<file path="config.mk">
export PLATFORM = sky130hd
export DESIGN_NAME = node_list_builder
export DESIGN_NICKNAME = d
export VERILOG_FILES = /design/src/rtl/node_list_builder.sv
export SDC_FILE = /design/constraint.sdc
export NUM_CORES = 1
export LEC_CHECK = 0
export CORE_UTILIZATION = 45
export DETAILED_ROUTE_END_ITERATION = 8
export PLACE_DENSITY = 0.8
export SKIP_CTS_REPAIR_TIMING = 1
export SLEW_MARGIN = 20
export SYNTH_ARGS = -nofsm -noshare
export SYNTH_HDL_FRONTEND = slang
export SYNTH_SLANG_ARGS = --single-unit
</file>
<file path="constraint.sdc">
create_clock -name clk -period 2.65 [get_ports clk]
set_input_delay 0.6625 -clock clk [delete_from_list [all_inputs] [get_ports clk]]
set_output_delay 0.6625 -clock clk [all_outputs]
set_load 0.005 [all_outputs]
</file>
<file path="src/rtl/node_list_builder.sv">
// node_list_builder: clears the node-head RAM, then links both terminals of every element into per-node edge lists.
module node_list_builder #(
    parameter int ADDR_W = 5,
    parameter int ELEM_W = 32,
    parameter int VAL_W  = 32,
    parameter int RD_LAT = 2,
    localparam int EA_W   = ADDR_W + 1,
    localparam int HEAD_W = 1 + 3 * EA_W,
    localparam int EDGE_W = 1 + EA_W + 1 + 2 * ADDR_W + 2 + VAL_W
) (
    input  logic              clk,
    input  logic              reset,
    input  logic              start,
    input  logic [EA_W-1:0]   num_elements,
    input  logic [ADDR_W-1:0] max_node,
    output logic              busy,
    output logic              done,
    output logic              error,
    output logic [1:0]        err_code,
    output logic [ADDR_W-1:0] err_elem,
    output logic [EA_W-1:0]   num_nodes,
    output logic [EA_W:0]     num_edges,
    output logic [ADDR_W-1:0] elem_addr,
    input  logic [ELEM_W-1:0] elem_rdata,
    input  logic [VAL_W-1:0]  val_rdata,
    output logic [ADDR_W-1:0] head_addr,
    output logic [HEAD_W-1:0] head_wdata,
    output logic              head_wren,
    input  logic [HEAD_W-1:0] head_rdata,
    output logic [EA_W-1:0]   edge_addr,
    output logic [EDGE_W-1:0] edge_wdata,
    output logic              edge_wren,
    input  logic [EDGE_W-1:0] edge_rdata
);
    localparam int CNT_W = ADDR_W > $clog2(RD_LAT) + 1 ? ADDR_W : $clog2(RD_LAT) + 1;

    typedef enum logic [3:0] {
        S_IDLE, S_CLEAR, S_FETCH, S_HEAD_RD, S_NEW, S_TAIL_RD, S_LINK, S_APPEND, S_DONE, S_ERR
    } state_t;

    state_t state_q, state_d;
    logic [CNT_W-1:0] cnt_q, cnt_d;
    logic [ADDR_W-1:0] k_q, k_d, max_q, max_d, err_elem_q, err_elem_d;
    logic [EA_W-1:0] nel_q, nel_d, num_nodes_q, num_nodes_d;
    logic [EA_W:0] num_edges_q, num_edges_d;
    logic side_q, side_d, done_q, done_d, error_q, error_d;
    logic [1:0] err_code_q, err_code_d;
    logic [ELEM_W-1:0] elem_q, elem_d;
    logic [VAL_W-1:0] val_q, val_d;
    logic [HEAD_W-1:0] head_q, head_d;
    logic [EDGE_W-1:0] edge_q, edge_d;

    logic [ADDR_W-1:0] ra, rb, ea, eb, node, other;
    logic [1:0] etype;
    logic [EA_W-1:0] e, h_head, h_tail, h_deg, deg_inc;
    logic [EDGE_W-1:0] new_edge;
    logic last_rd, last_elem, unused_bits;
    state_t side_next;

    assign ra = elem_rdata[ELEM_W-1 -: ADDR_W];
    assign rb = elem_rdata[ELEM_W-1-ADDR_W -: ADDR_W];
    assign ea = elem_q[ELEM_W-1 -: ADDR_W];
    assign eb = elem_q[ELEM_W-1-ADDR_W -: ADDR_W];
    assign etype = elem_q[ELEM_W-1-2*ADDR_W -: 2];
    assign node = side_q ? eb : ea;
    assign other = side_q ? ea : eb;
    assign e = {k_q, side_q};
    assign {h_head, h_tail, h_deg} = head_q[HEAD_W-2:0];
    assign deg_inc = &h_deg ? h_deg : h_deg + EA_W'(1);
    assign new_edge = {1'b1, {EA_W{1'b0}}, side_q, other, node, etype, val_q};
    assign last_rd = cnt_q == CNT_W'(RD_LAT - 1);
    assign last_elem = ({1'b0, k_q} + EA_W'(1)) == nel_q;
    assign side_next = !side_q ? S_HEAD_RD : last_elem ? S_DONE : S_FETCH;
    assign unused_bits = ^{elem_q, edge_q[EDGE_W-1 -: EA_W+1], head_q[HEAD_W-1]};

    always_comb begin
        state_d = state_q;
        cnt_d = cnt_q;
        k_d = k_q;
        max_d = max_q;
        err_elem_d = err_elem_q;
        nel_d = nel_q;
        num_nodes_d = num_nodes_q;
        num_edges_d = num_edges_q;
        side_d = side_q;
        done_d = done_q;
        error_d = error_q;
        err_code_d = err_code_q;
        elem_d = elem_q;
        val_d = val_q;
        head_d = head_q;
        edge_d = edge_q;
        elem_addr = '0;
        head_addr = '0;
        head_wdata = '0;
        head_wren = 1'b0;
        edge_addr = '0;
        edge_wdata = '0;
        edge_wren = 1'b0;
        case (state_q)
            S_IDLE: if (start) begin
                done_d = 1'b0;
                error_d = 1'b0;
                err_code_d = 2'd0;
                err_elem_d = '0;
                num_nodes_d = '0;
                num_edges_d = '0;
                nel_d = num_elements;
                max_d = max_node;
                cnt_d = '0;
                k_d = '0;
                side_d = 1'b0;
                err_code_d = (num_elements[EA_W-1] && |num_elements[ADDR_W-1:0]) ? 2'd3 : 2'd0;
                state_d = (num_elements[EA_W-1] && |num_elements[ADDR_W-1:0]) ? S_ERR : S_CLEAR;
            end
            S_CLEAR: begin
                head_addr = cnt_q[ADDR_W-1:0];
                head_wren = 1'b1;
                cnt_d = cnt_q + CNT_W'(1);
                if (cnt_q == CNT_W'(2**ADDR_W - 1)) begin
                    cnt_d = '0;
                    state_d = nel_q == '0 ? S_DONE : S_FETCH;
                end
            end
            S_FETCH: begin
                elem_addr = k_q;
                cnt_d = cnt_q + CNT_W'(1);
                if (last_rd) begin
                    cnt_d = '0;
                    elem_d = elem_rdata;
                    val_d = val_rdata;
                    side_d = 1'b0;
                    state_d = S_HEAD_RD;
                    if (ra > max_q || rb > max_q || ra == rb) begin
                        err_code_d = (ra > max_q || rb > max_q) ? 2'd1 : 2'd2;
                        err_elem_d = k_q;
                        state_d = S_ERR;
                    end
                end
            end
            S_HEAD_RD: begin
                head_addr = node;
                cnt_d = cnt_q + CNT_W'(1);
                if (last_rd) begin
                    cnt_d = '0;
                    head_d = head_rdata;
                    state_d = head_rdata[HEAD_W-1] ? S_TAIL_RD : S_NEW;
                end
            end
            S_NEW: begin
                head_addr = node;
                head_wdata = {1'b1, e, e, EA_W'(1)};
                head_wren = 1'b1;
                edge_addr = e;
                edge_wdata = new_edge;
                edge_wren = 1'b1;
                num_nodes_d = num_nodes_q + EA_W'(1);
                num_edges_d = num_edges_q + (EA_W+1)'(1);
                side_d = ~side_q;
                k_d = (side_q && !last_elem) ? k_q + ADDR_W'(1) : k_q;
                state_d = side_next;
            end
            S_TAIL_RD: begin
                edge_addr = h_tail;
                cnt_d = cnt_q + CNT_W'(1);
                if (last_rd) begin
                    cnt_d = '0;
                    edge_d = edge_rdata;
                    state_d = S_LINK;
                end
            end
            S_LINK: begin
                edge_addr = h_tail;
                edge_wdata = {1'b0, e, edge_q[EDGE_W-2-EA_W:0]};
                edge_wren = 1'b1;
                head_addr = node;
                head_wdata = {1'b1, h_head, e, deg_inc};
                head_wren = 1'b1;
                state_d = S_APPEND;
            end
            S_APPEND: begin
                edge_addr = e;
                edge_wdata = new_edge;
                edge_wren = 1'b1;
                num_edges_d = num_edges_q + (EA_W+1)'(1);
                side_d = ~side_q;
                k_d = (side_q && !last_elem) ? k_q + ADDR_W'(1) : k_q;
                state_d = side_next;
            end
            default: state_d = S_IDLE;
        endcase
        // done/error rise on the same edge that leaves the busy states
        if (state_d == S_DONE) done_d = 1'b1;
        if (state_d == S_ERR) error_d = 1'b1;
    end

    always_ff @(posedge clk) begin
        if (reset) begin
            state_q <= S_IDLE;
            cnt_q <= '0;
            k_q <= '0;
            max_q <= '0;
            err_elem_q <= '0;
            nel_q <= '0;
            num_nodes_q <= '0;
            num_edges_q <= '0;
            side_q <= 1'b0;
            done_q <= 1'b0;
            error_q <= 1'b0;
            err_code_q <= 2'd0;
            elem_q <= '0;
            val_q <= '0;
            head_q <= '0;
            edge_q <= '0;
        end else begin
            state_q <= state_d;
            cnt_q <= cnt_d;
            k_q <= k_d;
            max_q <= max_d;
            err_elem_q <= err_elem_d;
            nel_q <= nel_d;
            num_nodes_q <= num_nodes_d;
            num_edges_q <= num_edges_d;
            side_q <= side_d;
            done_q <= done_d;
            error_q <= error_d;
            err_code_q <= err_code_d;
            elem_q <= elem_d;
            val_q <= val_d;
            head_q <= head_d;
            edge_q <= edge_d;
        end
    end

    assign busy = !(state_q inside {S_IDLE, S_DONE, S_ERR});
    assign done = done_q;
    assign error = error_q;
    assign err_code = err_code_q;
    assign err_elem = err_elem_q;
    assign num_nodes = num_nodes_q;
    assign num_edges = num_edges_q;
endmodule
</file>
==> out/results.tsv, run 1 <==
stage	metric	value	unit
global_route	grt_pass1_wl	37100	um
timing	setup_viol	3	
power	clock_power_share	45.2	%
detailed_routing	dr.first_iter.drc_count	592	
finish	diodes	0	
clocking	clockBufferDepth	2	
job	cap_violations	0	
detailed_routing	viasPerCell	5.56	
clocking	clk_pin_slew	0.06	ns
clocking	clock_latency	0.43	ns
yosys	syn_nets	1124	
global_route	grt-busiest-layer	met2	
timing	hold_viol_final	0	
worst_setup_path	r2r-start	cnt_q[0]$_SDFFE_PP0P_	
worst_setup_path	ff2ff_setup_slack	0.43	ns
global_route	grt_max_degree	86	
worst_setup_path	critPathLaunch	state_q[2]$_SDFF_PP0_	
global_route	grt.met1_usage	35.3	%
detailed_routing	first_pass_iters	5	
placed_design	dpl_cell_area	0.0103	mm2
timing	slew_headroom	37.9	%
finish	final_cell_area	0.0115	mm2
finish	multiInputGateArea	0.00416	mm2
timing	maxSlewViolCount	0	
detailed_routing	finalWirelength	25800	um
power	comb_power_share	10.1	%
finish	final_cells	1451	
yosys	async_reset_ff_share	0	%
floorplanning	placementRows	46	
timing	rsz0062_at_grt	true	
yosys	syn_inst	958	
yosys	synth_edf_count	0	
power	total_power	5.29	mW
timing	worst_slew_pin_slew	0.931	ns
yosys	synth.cell_area	0.00743	mm2
clocking	cts_tree	done	
timing	worst_slack	-0.0751	ns
hold_path	hold_end	val_q[9]$_SDFFE_PP0P_	
floorplanning	io_pins	261	
worst_setup_path	path_class	flop to output port	
global_route	gr-total-overflow	0	
timing	timing.final.crit_share	103	%
power	power_frac_seq	44.8	%
outcome	violations	setup timing	
floorplanning	initial_core_util	46.4	%
detailed_routing	drc_errors	0	
timing	whs	0.454	ns
power	switching_power	1.27	mW
clocking	htreeDepth	4	
power	switching_share	24.0	%
global_route	grt_use_met2	46.4	%
power	p_leak	5.54	nW
yosys	postSynthAreaPerCell	7.76	um2
worst_setup_path	r2r-end	cnt_q[1]$_SDFFE_PP0P_	
detailed_routing	vias	8072	
worst_setup_path	end_kind	output port	
timing	timing.setup.tns	-0.140	ns
global_route	antenna_found_initial	1	
detailed_routing	drtAntennaViolNets	0	
timing	fin_crit	2.73	ns
finish	final_cell_mix	274 x nand2_1, 153 x clkdlybuf4s50_1, 148 x dfxtp_1	
global_route	grt_pass1_vias	7434	
placed_design	dp_hpwl	16500	um
yosys	ys.flop_type	dfxtp_1	
global_route	grtUsageMet3	6.64	%
worst_setup_path	crit_required	1.99	ns
worst_setup_path	worstSetupStartpointType	flop	
yosys	yosys_register_bits	155	
finish	nFillCells	1289	
finish	final_common_cell	nand2_1	
global_route	grt.total_usage	28.0	%
worst_setup_path	crit_arrival	2.06	ns
worst_setup_path	worst-path-max-fanout	9	
clocking	ctsRootBufferMaster	clkbuf_16	
placed_design	portBuffers	233	
finish	syn_to_final_growth	55.3	%
placed_design	place_ws	-0.214	ns
finish	drive_gt1_share	13.1	%
yosys	synth-seq-area-share	41.8	%
clocking	clock_sinks	155	
hold_path	worstHoldPathCells	2	
power	ir_drop	0.445	mV
hold_path	hold_path.startpoint	val_q[9]$_SDFFE_PP0P_	
worst_setup_path	rr_worst_depth	7	
outcome	outcome	finished with violations	
floorplanning	dieArea	0.0170	mm2
finish	nNetsFinal	1389	
timing	skew	0.0118	ns
power	intPower	4.02	mW
placed_design	gp_congestion	0.860	
floorplanning	coreArea	0.0160	mm2
power	power_density	459	mW/mm2
clocking	cts_buffers	17	
hold_path	hp-class	flop to flop	
detailed_routing	wire_per_inst	17.8	um
yosys	yosysUniqueCellTypes	58	
finish	fin_util	72.1	%
yosys	yosys_warnings	0	
timing	max_freq	0.367	GHz
floorplanning	die_w	130	um
placed_design	post-place-cells	1399	
floorplanning	die_h	130	um
finish	seq_area	0.00312	mm2
[cell type report]
| cell class | count | area share [%] |
|---|---|---|
| clock buffer | 20 | 4.04 |
| sequential | 155 | 27.0 |
| tap | 216 | 2.34 |
| inverter | 9 | 0.336 |
| multi-input combinational | 724 | 36.0 |
| timing repair buffer | 316 | 29.3 |
| clock inverter | 11 | 0.943 |
[routing by layer]
metal / vias up / part of all wire, %
li1: 3843 / -
met4: 2 / 2.7
met2: 345 / 49
met3: 55 / 7.1
met1: 3827 / 42
met5: - / 0.035
[flip-flops by register name, indices dropped and copies added (netlist names)]
register / cells
done: 1
elem_q: 12
side_q: 1
num_edges: 7
num_nodes: 6
error: 1
cnt_q: 5
val_q: 32
edge_q: 45
k_q: 5
err_code: 2
max_q: 5
nel_q: 6
head_q: 18
err_elem: 5
state_q: 4
[how the worst max path moves through the flow]
stage	to	slack (ns)	depth (start not counted)
floorplan	err_code[1]$_SDFFE_PP0P_	0.34	7
global placement	err_code[0]$_SDFFE_PP0P_	-0.19	10
detailed placement	err_code[0]$_SDFFE_PP0P_	-0.21	10
CTS	head_wdata[0]	-0.37	6
global route	head_wdata[4]	-0.14	5
finish	head_wdata[4]	-0.08	5
[power by group through the flow]
stage / Clock (mW) / Combinational, mW / Sequential [mW]
floorplan: 0 / 0.203 / 2.42
global placement: 0 / 0.504 / 2.42
detailed placement: 0 / 0.510 / 2.42
CTS: 2.41 / 0.516 / 2.37
global route: 2.52 / 0.574 / 2.37
finish: 2.39 / 0.533 / 2.37
[critical path, cell delays in order, from the launching register on]
cell and delay [ns]:
dfxtp_4 0.39, nor2b_4 0.18, buf_6 0.16, nand2_2 0.14, nor3_2 0.23, clkdlybuf4s50_1 0.53
[cells in the mapped netlist (2+ instances only)]
library cell,n,area [um2]
o31ai_1,5,37.5
nand2_1,276,1040
nand4_1,3,18.8
or3_1,4,25.0
o2111a_1,2,22.5
xnor2_1,13,114
o21ai_0,25,125
nor2b_1,8,50.1
buf_2,16,80.1
buf_1,6,22.5
nand2b_1,12,75.1
a21oi_1,145,726
o211ai_1,3,22.5
and3_1,14,87.6
dfxtp_1,155,3100
nor3_1,15,75.1
ha_1,17,213
and2_1,6,37.5
nor3_2,2,20.0
a31oi_1,4,25.0
nand3b_1,3,22.5
mux2i_1,11,110
and4_1,5,43.8
mux2_2,3,33.8
o41ai_1,2,17.5
nor3b_1,3,22.5
inv_1,9,33.8
a311oi_1,3,26.3
xor2_1,9,78.8
a22o_1,47,412
clkbuf_1,47,176
nor2_1,35,131
or4_1,2,15.0
a211o_1,2,17.5
o21bai_1,3,22.5
nand3_1,21,105
[cell families (layout without fill, tap and decap cells)]
logic type,after synthesis,count (layout),synth area share [%]
XOR/XNOR,22,22,2.59
AO/OA/AOI/OAI,254,254,21.4
multiplexers,14,14,1.94
adder cells (fa/ha/maj),17,17,2.86
flip-flops,155,155,41.8
AND/OR/NAND/NOR,417,417,25.1
buffers and inverters,79,356,4.28
No activity file was read; power rests on OpenSTA's default activity.
==> run 2, diff against run 1 <==
--- a/config.mk
+++ b/config.mk
@@ -5,9 +5,13 @@
 export SDC_FILE = /design/constraint.sdc
 export NUM_CORES = 1
 export LEC_CHECK = 0
-export CORE_UTILIZATION = 45
+export ABC_AREA = 1
+export CELL_PAD_IN_SITES_DETAIL_PLACEMENT = 1
+export CELL_PAD_IN_SITES_GLOBAL_PLACEMENT = 2
+export CORE_UTILIZATION = 24
 export DETAILED_ROUTE_END_ITERATION = 8
-export PLACE_DENSITY = 0.8
+export PLACE_DENSITY = 0.81
+export RECOVER_POWER = 25
 export SKIP_CTS_REPAIR_TIMING = 1
 export SLEW_MARGIN = 20
 export SYNTH_ARGS = -nofsm -noshare
==> out/results.tsv, run 2 <==
stage	metric	value	unit	change
floorplanning	die_w	177	um	+36%
timing	setup_viol	4		+1
worst_setup_path	r2r-start	state_q[2]$_SDFF_PP0_		
finish	top_register	edge_q		
placed_design	gp_congestion	0.834		-3.1%
job	cap_violations	0		unchanged
floorplanning	coreArea	0.0299	mm2	+87%
detailed_routing	drc_errors	0		unchanged
timing	fin_crit	2.74	ns	+0.0105 ns
timing	max_freq	0.366	GHz	-0.39%
global_route	grt.total_usage	18.2	%	-9.8 points
worst_setup_path	worstSetupStartpointType	flop		
power	comb_power_share	10.2	%	about the same
detailed_routing	wire_per_inst	17.5	um	-1.9%
detailed_routing	first_pass_iters	4		-1
power	clock_power_share	46.4	%	+1.2 points
worst_setup_path	ff2ff_setup_slack	0.05	ns	-0.38 ns
floorplanning	placementRows	63		+37%
power	power_density	474	mW/mm2	+3.3%
floorplanning	dieArea	0.0314	mm2	+84%
yosys	yosys_warnings	0		unchanged
global_route	grt_max_degree	66		-23%
yosys	ys.flop_type	dfxtp_1		
worst_setup_path	worst-path-max-fanout	7		-2
global_route	grt.met1_usage	23.4	%	-12 points
power	power_frac_seq	43.4	%	-1.4 points
yosys	synth_top_area_cell	dfxtp_1		
yosys	async_reset_ff_share	0	%	unchanged
finish	fin_util	38.7	%	-33 points
worst_setup_path	path_class	flop to output port		
floorplanning	die_h	177	um	+36%
clocking	cts_buffers	17		unchanged
hold_path	hold_path.startpoint	err_elem[4]$_SDFFE_PP0P_		
yosys	synth_most_common_cell	nor2_1		
worst_setup_path	rr_worst_depth	9		+2
finish	largest_register_ff_count	45		unchanged
clocking	ctsRootBufferMaster	clkbuf_16		
clocking	cts_tree	done		
finish	final_cell_area	0.0116	mm2	+0.18%
detailed_routing	vias	7945		-1.6%
global_route	gr-total-overflow	0		unchanged
yosys	yosysUniqueCellTypes	41		-29%
power	ir_drop	0.436	mV	-1.9%
placed_design	portBuffers	233		unchanged
finish	syn_to_final_growth	57.2	%	
yosys	syn_nets	1209		+7.6%
timing	skew	0.0193	ns	+0.00747 ns
detailed_routing	dr.first_iter.drc_count	488		-18%
worst_setup_path	end_kind	output port		
finish	final_cells	1712		+18%
clocking	clock_sinks	155		unchanged
clocking	clock_latency	0.43	ns	about the same
hold_path	hp-class	flop to flop		
timing	maxSlewViolCount	0		unchanged
floorplanning	initial_core_util	24.6	%	-22 points
yosys	synth.cell_area	0.00736	mm2	-0.99%
clocking	clk_pin_slew	0.08	ns	+0.02 ns
timing	worst_slew_pin_slew	0.786	ns	-0.145 ns
detailed_routing	viasPerCell	4.64		-17%
yosys	postSynthAreaPerCell	7.05	um2	-9.1%
yosys	synth-seq-area-share	42.2	%	+0.42 points
global_route	grt_pass1_vias	7786		+4.7%
outcome	violations	setup timing		
worst_setup_path	cpMaxStageDelayCell	dfxtp_2		
detailed_routing	drtAntennaViolNets	0		unchanged
worst_setup_path	crit_arrival	2.07	ns	about the same
global_route	grtUsageMet3	4.06	%	-2.6 points
worst_setup_path	crit_required	1.99	ns	about the same
worst_setup_path	r2r-end	num_nodes[2]$_SDFFE_PP0P_		
timing	timing.final.crit_share	103	%	+0.40 points
hold_path	hold_end	err_elem[4]$_SDFFE_PP0P_		
yosys	synth_edf_count	0		unchanged
timing	worst_slack	-0.0856	ns	-0.0105 ns
outcome	outcome	finished with violations		
detailed_routing	finalWirelength	29900	um	+16%
yosys	syn_inst	1043		+8.9%
finish	nFillCells	3587		+180%
finish	drive_gt1_share	12.3	%	-0.78 points
finish	nNetsFinal	1474		+6.1%
finish	final_cell_mix	248 x nor2_1, 151 x clkdlybuf4s50_1, 149 x dfxtp_1		
hold_path	worstHoldPathCells	2		unchanged
finish	largest_registers	edge_q x45, val_q x32, head_q x18		
yosys	synth.area.top_cells	dfxtp_1 42%, nor2_1 13%, o21ai_0 10%		
clocking	htreeDepth	4		unchanged
yosys	synthTopCellsByCount	256 x nor2_1, 155 x dfxtp_1, 153 x o21ai_0		
clocking	clockBufferDepth	2		unchanged
global_route	grt_use_met2	29.0	%	-17 points
yosys	yosys_register_bits	155		unchanged
timing	slew_headroom	47.6	%	+9.7 points
placed_design	dpl_cell_area	0.0104	mm2	+0.51%
power	p_leak	5.62	nW	+1.5%
placed_design	post-place-cells	1655		+18%
worst_setup_path	cp_slowest_stage_delay	0.36	ns	-0.17 ns
timing	hold_viol_final	0		unchanged
global_route	antenna_found_initial	1		unchanged
timing	rsz0062_at_grt	true		
finish	final_common_cell	nor2_1		
floorplanning	io_pins	261		unchanged
power	switching_share	28.1	%	+4.1 points
worst_setup_path	cp_cell_sequence	inv_4 > nor2_4 > nor2_4 > o21ai_4 > clkinv_4 > buf_8 > buf_4 > buf_4 > a22o_1 > clkbuf_2		
placed_design	dp_hpwl	21100	um	+28%
global_route	grt-busiest-layer	met2		
yosys	netlist.area_leader.share	42.2	%	+0.42 points
global_route	grt_pass1_wl	43600	um	+17%
placed_design	place_ws	-0.0269	ns	+0.187 ns
power	intPower	3.94	mW	-2.1%
power	switching_power	1.54	mW	+21%
## run 2: cell type report
class	instances	area (um2)	share of cell area (%)
Clock buffer	17	425	3.68
Sequential cell	155	3120	26.9
Multi-Input combinational cell	748	3810	33.0
Antenna cell	1	2.50	0.0216
Timing Repair inverter	1	6.26	0.0541
Clock inverter	15	186	1.61
Inverter	82	330	2.86
Tap cell	390	488	4.22
Timing Repair Buffer	303	3200	27.7
## run 2: kinds of logic after synthesis
family	Yosys count	share of synthesized area [%]
AOI/OAI and AO/OA	263	20.4
xor gates and xnor gates	3	0.357
adders and majority gates	17	2.89
buffers and inverters	140	7.86
DFF	155	42.2
muxes	4	0.544
and+or+nand+nor	461	25.8
## run 2: routing by layer
layer	share of wire, %	wire length (um)	up-vias
met5	0	0	-
met4	2.4	712	0
met3	5.1	1520	39
met2	47	14100	184
met1	45	13600	3756
li1	-	-	3966
## run 2: worst max-delay path by stage
| stage | start | endpoint | slack (ns) | cells past startpoint |
|---|---|---|---|---|
| final | state_q[0]$_SDFF_PP0_ | edge_wdata[30] | -0.09 | 10 |
| after global routing | head_q[1]$_SDFFE_PP0P_ | head_wdata[0] | -0.26 | 9 |
| after CTS | state_q[3]$_SDFF_PP0_ | head_wdata[17] | -0.38 | 7 |
| after detailed placement | elem_rdata[31] | err_elem[2]$_SDFFE_PP0P_ | -0.03 | 11 |
| after global placement | elem_rdata[26] | err_elem[4]$_SDFFE_PP0P_ | 0.05 | 11 |
| after floorplan | state_q[0]$_SDFF_PP0_ | edge_wdata[0] | 0.62 | 8 |
## run 2: power groups by stage
stage / clock network [mW] / registers (mW) / logic (mW)
detailed placement: 0 / 2.43 / 0.557
CTS: 2.61 / 2.38 / 0.561
global route: 2.71 / 2.38 / 0.621
floorplan: 0 / 2.43 / 0.234
finish: 2.54 / 2.38 / 0.558
global placement: 0 / 2.43 / 0.549
## run 2: through the flow
step                hold slack, ns  power, mW  TNS, ns
global placement             0.435       2.98        0
finish                       0.458       5.48   -0.181
floorplan                    0.440       2.67        0
CTS                          0.465       5.55   -22.86
global route                 0.487       5.72    -1.54
detailed placement           0.454       2.99  -0.0818
## run 2: worst max-delay path: cells and delay by family, from the launching register on
family / cells / cell delay, ns
buffers and inverters: 6 / 0.79
DFF: 1 / 0.36
and+or+nand+nor: 2 / 0.22
AOI/OAI and AO/OA: 2 / 0.25
